File: src/rtl/bcd_disp_pkg.sv
// Shared constants and types for the 4-digit BCD 7-segment display path.
// Segment patterns are active-low and packed as {g,f,e,d,c,b,a}.
package bcd_disp_pkg;

    localparam int N_DIGITS = 4;
    localparam int NIB_W    = 4;
    localparam int BCD_W    = N_DIGITS * NIB_W;
    localparam int SEG_W    = 7;

    typedef logic [BCD_W-1:0]    bcd_word_t;
    typedef logic [NIB_W-1:0]    nibble_t;
    typedef logic [SEG_W-1:0]    seg_t;
    typedef logic [N_DIGITS-1:0] anode_t;

    localparam seg_t SEG_0    = 7'h40;
    localparam seg_t SEG_1    = 7'h79;
    localparam seg_t SEG_2    = 7'h24;
    localparam seg_t SEG_3    = 7'h30;
    localparam seg_t SEG_4    = 7'h19;
    localparam seg_t SEG_5    = 7'h12;
    localparam seg_t SEG_6    = 7'h02;
    localparam seg_t SEG_7    = 7'h78;
    localparam seg_t SEG_8    = 7'h00;
    localparam seg_t SEG_9    = 7'h10;
    localparam seg_t SEG_DASH = 7'h3F;
    localparam seg_t SEG_OFF  = 7'h7F;

    localparam anode_t AN_OFF = 4'b1111;

    // Active-low one-hot anode enable for the given digit index.
    function automatic anode_t anode_sel(input logic [1:0] idx);
        anode_t onehot;
        onehot = anode_t'(1) << idx;
        return ~onehot;
    endfunction

endpackage

File: src/rtl/seg7_decode.sv
// Combinational nibble -> active-low 7-segment pattern.
// Nibbles 10..15 are not valid BCD and are shown as a dash.
module seg7_decode
    import bcd_disp_pkg::*;
(
    input  logic [3:0] nibble,
    output logic [6:0] seg
);

    // Table lookup of the segment pattern for one digit.
    always_comb begin
        seg = SEG_DASH;
        case (nibble)
            4'd0:    seg = SEG_0;
            4'd1:    seg = SEG_1;
            4'd2:    seg = SEG_2;
            4'd3:    seg = SEG_3;
            4'd4:    seg = SEG_4;
            4'd5:    seg = SEG_5;
            4'd6:    seg = SEG_6;
            4'd7:    seg = SEG_7;
            4'd8:    seg = SEG_8;
            4'd9:    seg = SEG_9;
            default: seg = SEG_DASH;
        endcase
    end

endmodule

File: src/rtl/bcd_7seg_scan.sv
// 4-digit common-anode 7-segment scanner.
// The BCD word is copied into a shadow register only at frame boundaries, so a
// whole frame always shows one consistent value. Each digit slot ends with one
// all-anodes-off cycle so the previous digit's segments never ghost onto the
// next anode.
// Optional feature: define LEADING_ZERO_BLANK_EN to blank leading zeros on
// digits 3..1 (digit 0 is always shown).
module bcd_7seg_scan
    import bcd_disp_pkg::*;
#(
    parameter int SCAN_DIV = 50000
) (
    input  logic        clk,
    input  logic        rst_n,
    input  logic [15:0] bcd,
    input  logic        bcd_valid,
    output logic [6:0]  seg,
    output logic [3:0]  an,
    output logic        frame_tick
);

    localparam int                DIV_W    = (SCAN_DIV > 1) ? $clog2(SCAN_DIV) : 1;
    localparam logic [DIV_W-1:0]  DIV_LAST = DIV_W'(SCAN_DIV - 1);

    logic [DIV_W-1:0] r_div_cnt;
    logic [1:0]       r_dig_idx;
    bcd_word_t        r_shadow;
    seg_t             r_seg;
    anode_t           r_an;
    logic             r_frame_tick;

    logic             w_tick;
    logic             w_frame_end;
    nibble_t          w_digit [N_DIGITS];
    nibble_t          w_nibble;
    seg_t             w_seg_dec;
    logic [N_DIGITS-1:0] w_blank;

    assign w_tick      = (r_div_cnt == DIV_LAST);
    assign w_frame_end = w_tick && (r_dig_idx == 2'd3);

    // Split the shadow word into per-digit nibbles.
    for (genvar gi = 0; gi < N_DIGITS; gi++) begin : g_digit
        assign w_digit[gi] = r_shadow[gi*NIB_W +: NIB_W];
    end

    assign w_nibble = w_digit[r_dig_idx];

    seg7_decode u_decode (
        .nibble (w_nibble),
        .seg    (w_seg_dec)
    );

`ifdef LEADING_ZERO_BLANK_EN
    // A digit is a leading zero when it and every digit above it are zero;
    // an invalid nibble is non-zero, so it stops the blanking.
    for (genvar gi = 0; gi < N_DIGITS; gi++) begin : g_blank
        if (gi == 0) begin : g_lsd
            assign w_blank[gi] = 1'b0;
        end else begin : g_upper
            assign w_blank[gi] = (r_shadow[BCD_W-1:gi*NIB_W] == '0);
        end
    end
`else
    assign w_blank = '0;
`endif

    // Scan divider and digit index: advance one digit per SCAN_DIV cycles.
    always_ff @(posedge clk or negedge rst_n) begin
        if (!rst_n) begin
            r_div_cnt <= '0;
            r_dig_idx <= 2'd0;
        end else if (w_tick) begin
            r_div_cnt <= '0;
            r_dig_idx <= r_dig_idx + 2'd1;
        end else begin
            r_div_cnt <= r_div_cnt + 1'b1;
        end
    end

    // Shadow capture of the BCD word, only on the last tick of a frame.
    always_ff @(posedge clk or negedge rst_n) begin
        if (!rst_n) begin
            r_shadow <= '0;
        end else if (w_frame_end && bcd_valid) begin
            r_shadow <= bcd;
        end
    end

    // Registered display outputs; the tick cycle forces all anodes off.
    always_ff @(posedge clk or negedge rst_n) begin
        if (!rst_n) begin
            r_an         <= AN_OFF;
            r_seg        <= SEG_OFF;
            r_frame_tick <= 1'b0;
        end else begin
            r_frame_tick <= w_frame_end;
            if (w_tick) begin
                r_an  <= AN_OFF;
                r_seg <= SEG_OFF;
            end else begin
                r_an  <= anode_sel(r_dig_idx);
                r_seg <= w_blank[r_dig_idx] ? SEG_OFF : w_seg_dec;
            end
        end
    end

    assign seg        = r_seg;
    assign an         = r_an;
    assign frame_tick = r_frame_tick;

endmodule
File: config.mk
export PLATFORM = sky130hd
export DESIGN_NAME = bcd_7seg_scan
export DESIGN_NICKNAME = d
export VERILOG_FILES = /design/src/rtl/bcd_disp_pkg.sv /design/src/rtl/seg7_decode.sv /design/src/rtl/bcd_7seg_scan.sv
export SDC_FILE = /design/constraint.sdc
export NUM_CORES = 1
export LEC_CHECK = 0
export ABC_CLOCK_PERIOD_IN_PS = 2600
export CAP_MARGIN = 20
export CORE_MARGIN = 1
export CORE_UTILIZATION = 54
export DETAILED_ROUTE_END_ITERATION = 10
export GPL_TIMING_DRIVEN = 0
export PLACE_DENSITY = 0.9
export SYNTH_ARGS = -nofsm -noshare
export SYNTH_HDL_FRONTEND = slang
export SYNTH_SLANG_ARGS = --single-unit
File: constraint.sdc
create_clock -name clk -period 2.6 [get_ports clk]
set_clock_uncertainty 0.2 [all_clocks]
set_input_delay 0.26 -clock clk [delete_from_list [all_inputs] [get_ports clk]]
set_output_delay 0.26 -clock clk [all_outputs]
set_load 0.03 [all_outputs]
---- Word level (Yosys, flattened, before mapping) ----
Memory sizes are Yosys's and may differ from the RTL's.
Cells that the tools add are included.
storage, ports and cells
  register bits after elaboration ......... 46
  bits in read-only memories .............. 112
  output and inout bits ................... 12
  logic and storage cells ................. 27
  memories ................................ 1
memory list
  name             depth  bits a word  read ports  clocked after memory_dff  write ports  line               source
  (no name shown)  16     7            1           0                         0            seg7_decode.sv:13  case (nibble)
operators by class
  $add $sub $neg .......................... 2
  magnitude comparators ................... 2
  eq/ne operators ......................... 2
  shift operators ......................... 1
  mux-type cells .......................... 9
  bitwise logic cells ..................... 2
  reductions and logical operators ........ 2
operators by type and width
  operator               count
  $add 16x1->16 const B  1
  $eq 16x16->1 const B   1
  $mux 16                1
  $mux 7                 2
  $mux 4                 3
  $bmux 4 s2             1
  $not 4->4              1
  $shl 1x2->4 const A    1
  $ge 3x3->1 const B     1
  $lt 2x3->1 const B     1
  $not 2->3              1
  $add 2x1->2 const B    1
  $bmux 1 s2             1
  $eq 2x2->1 const B     1
  $logic_and 1x1->1      2
  $mux 1                 1

---- Longest topological paths before layout ----
An unclocked memory read counts as a cell.
  depth after elaboration ................. 7
  gate-level depth with buffers ........... 8

---- Hierarchy ----
A second synthesis with hierarchy kept.
unflattened totals
  cells, all modules ...................... 177
  area, all modules ....................... 2,254.7 sq um
by module, submodules not included
  module         times used  cells each  area an instance (sq um)
  bcd_7seg_scan  1           146         2,014.4
  seg7_decode    1           31          240.2

---- Worst setup path after synthesis ----
OpenSTA, ideal clock, no wires.
  path type ............................... register to register
  start point ............................. register r_div_cnt[0]
  end point ............................... register r_shadow[0]
  setup time .............................. 0.125 ns
  arrival ................................. 1.831 ns
  data required time ...................... 2.275 ns
  path slack .............................. 0.444 ns
  cell stages (with the launch flop) ...... 9
  buffers on the path ..................... 3
  cells stage by stage .................... dfrtp_1 > ha_1 > and3_2 > clkbuf_2 > and4_4 > and3_4 > buf_6 > buf_12 > mux2_4
on the way
  word-level cells in the longest chain between the ends .. 3
RTL lines
  element                 line                 source
  start, declared         bcd_7seg_scan.sv:25  logic [DIV_W-1:0] r_div_cnt;
  start signal, assigned  bcd_7seg_scan.sv:77  r_div_cnt <= r_div_cnt + 1'b1;
  $eq 16x16->1            bcd_7seg_scan.sv:39  assign w_tick = (r_div_cnt == DIV_LAST);
  $logic_and 1x1->1       bcd_7seg_scan.sv:40  assign w_frame_end = w_tick && (r_dig_idx == 2'd3);
  $logic_and 1x1->1       bcd_7seg_scan.sv:85  end else if (w_frame_end && bcd_valid) begin
  end signal, assigned    bcd_7seg_scan.sv:84  r_shadow <= '0;
  end signal, assigned    bcd_7seg_scan.sv:86  r_shadow <= bcd;
  end, declared           bcd_7seg_scan.sv:27  bcd_word_t r_shadow;
No other way between the ends.
A chain may end at the register's enable or synchronous reset.

---- Worst setup path after layout ----
  start point ............................. register r_div_cnt[0]
  end point ............................... register r_shadow[3]
The elaborated chain is that of the path after synthesis.

==> flow_summary_export.csv <==
group,metric,value,unit
status,outcome,"finished clean",
logic_synthesis,synth-seq-cells,46,
global_routing,grt_max_degree,30,
cts,clock_latency,0.30,ns
pwr,p_leak,1.22,nW
detailed_routing,drc,0,
setup_path,worstPathRequired,2.59,ns
floorplan,initial_core_util,56.4,%
cells_and_area,num-fill-cells,282,
run,cap_violations,0,
logic_synthesis,synth_area,2260,µm²
cells_and_area,synthToLayoutAreaGrowth,22.0,%
detailed_routing,drtPass1Iterations,4,
place,hpwl,2920,µm
place,place.gp.congestion,0.785,
logic_synthesis,syn-num-nets,212,
logic_synthesis,synthFlopType,"dfrtp_1",
logic_synthesis,synthDistinctLibCells,41,
setup_path,end_kind,"flop",
sta,maxSlewViolCount,0,
cells_and_area,layout_common_cells,"dfrtp_1 (35), clkdlybuf4s50_1 (29), nor2_1 (15)",
logic_synthesis,synth_edf_count,0,
place,dp_slack,0.317,ns
cells_and_area,multiInputGateArea,1000,µm²
floorplan,core-area,4000,µm²
detailed_routing,routed_wl,4020,µm
cells_and_area,final_cells,272,
cts,cts_resized,0,
global_routing,grt_use_total,21.3,%
global_routing,grt_overflow,0,
floorplan,ios,31,
logic_synthesis,syn_inst,182,
sta,max_slew_margin,67.7,%
cells_and_area,final-seq-area,1160,µm²
sta,timing.final.ws_setup,0.290,ns
sta,max_slew.worst_pin.slew,0.485,ns
cells_and_area,fin_nets,251,
logic_synthesis,syn_avg_cell_area,12.4,µm²
sta,finalHoldViolations,0,
floorplan,die_h,66.6,µm
sta,finalCriticalPeriod,2.31,ns
place,placed_cells,263,
cts,cts_sinks,46,
sta,fin_crit_sh,88.8,%
cts,root_buffer,"clkbuf_8",
detailed_routing,vias,1492,
setup_path,cp_max_fo,10,
cts,clk_pin_slew,0.08,ns
sta,setup_violations,0,
cells_and_area,n_antenna_cell,0,
detailed_routing,ant_nets,0,
sta,clock.fmax,433,MHz
global_routing,grt_pass1_wl,6820,µm
floorplan,die-area,4440,µm²
pwr,power,1.28,mW
cts,clock_path_buffers,2,
floorplan,fp-row-count,23,
setup_path,critPathLaunchType,"flop",
cells_and_area,final_common_cell,"dfrtp_1",
floorplan,die_x,66.6,µm
logic_synthesis,ys_seq_area_share,51.6,%
global_routing,grt_pass1_vias,1506,
cells_and_area,final_layout_size_suffix_gt1_share,24.8,%
cts,cts_buffers,5,
cts,h-tree-depth,2,
detailed_routing,wl_per_cell,14.8,µm
logic_synthesis,synth_async_sr_flop_share,100,%
hold_path,hold_path_class,"in2async",
setup_path,arrival,2.30,ns
cts,cts_tree,"built",
setup_path,setup.worst_path.class,"reg2reg",
place,io_buffers,30,
pwr,ir_worst_vdd,0.350,mV
detailed_routing,via_per_inst,5.49,
detailed_routing,drt_iter0_markers,64,
pwr,p_per_area,466,nW/µm²
sta,rsz0062_at_grt,"false",
global_routing,antenna_found_initial,0,
logic_synthesis,yosys_warnings,0,
==> critical path: stages (launching register included) <==
cell	delay (ns)
dfrtp_1	0.41
ha_1	0.20
and3_2	0.17
clkbuf_2	0.18
and4_4	0.26
and3_4	0.19
buf_6	0.14
buf_12	0.15
mux2_4	0.30
==> cells by family after synthesis <==
logic type               after synthesis  share of synthesized area, %
XOR/XNOR                              13                          5.05
AND/OR/NAND/NOR                       59                          15.5
AO/OA/AOI/OAI                         18                          4.22
buffers and inverters                 15                          3.83
multiplexers                          20                          13.6
adder cells (fa/ha/maj)               11                          6.10
flip-flops                            46                          51.6
==> worst paths after layout <==
path / depth (start not counted) / start / slack, ns / endpoint
max in group asynchronous: 3 / rst_n / 1.43 / an[0]
max reg2reg: 8 / r_div_cnt[0] / 0.29 / r_shadow[3]
min reg2reg: 1 / r_shadow[10] / 0.31 / r_shadow[10]
min in group clk: 1 / r_shadow[10] / 0.31 / r_shadow[10]
max: 8 / r_div_cnt[0] / 0.29 / r_shadow[3]
min: 2 / rst_n / 0.22 / r_div_cnt[8]
==> what timing repair did <==
action	in CTS	in global routing
hold buffers	1	0
hold endpoints to repair	17	0
buffers inserted	0	0
==> sequential cells by signal, indices dropped and copies added, names as in the netlist <==
register / cells
r_dig_idx: 2
r_shadow: 16
seg: 7
frame_tick: 1
an: 4
r_div_cnt: 16
==> metrics by stage <==
stage / instance area, µm² / setup TNS, ns / util, % / hold slack [ns]
finish: 2750 / 0 / 68.8 / 0.217
global route: 2750 / 0 / 68.8 / 0.269
CTS: 2750 / 0 / 68.8 / 0.215
detailed placement: 2630 / 0 / 65.8 / 0.00931
global placement: 2620 / -2.11 / 65.5 / 0.285
floorplan: 2260 / 0 / - / -0.236
==> power by group <==
part           internal, mW  leakage (nW)  switching, mW
Sequential            0.716         0.589              0
Combinational        0.0270         0.572         0.0175
Clock                 0.283        0.0579          0.239
Total                  1.03          1.22          0.257
==> cell type report <==
class                           instances  area share [%]
Buffer                                  8            2.18
Clock buffer                            5            2.50
Clock inverter                          3            1.45
Inverter                                7           0.955
Multi-Input combinational cell        121            36.5
Sequential cell                        46            42.3
Tap cell                               50            2.27
Timing Repair Buffer                   32            11.8
==> cells in the mapped netlist, drive strengths merged, types with 4 or more instances <==
cell / count / area share, %
a21oi: 7 / 1.6
buf: 5 / 2.1
dfrtp: 35 / 39
dfstp: 11 / 13
ha: 11 / 6.1
inv: 7 / 1.2
mux2: 16 / 9.7
mux4: 4 / 4.0
nand2: 12 / 2.0
nand3: 4 / 0.89
nand4: 7 / 2.2
nor2: 15 / 2.5
o21ai: 9 / 2.0
xnor2: 4 / 1.6
xor2: 9 / 3.5
==> per-layer routing <==
metal	routed length (µm)	vias to the layer above	global-route usage [%]
met5	0	-	0
met4	98	0	9.84
met3	142	8	5.31
met2	2020	34	35.0
met1	1760	745	26.4
li1	-	705	-
Note: power is estimated with default switching activity, not from simulation.
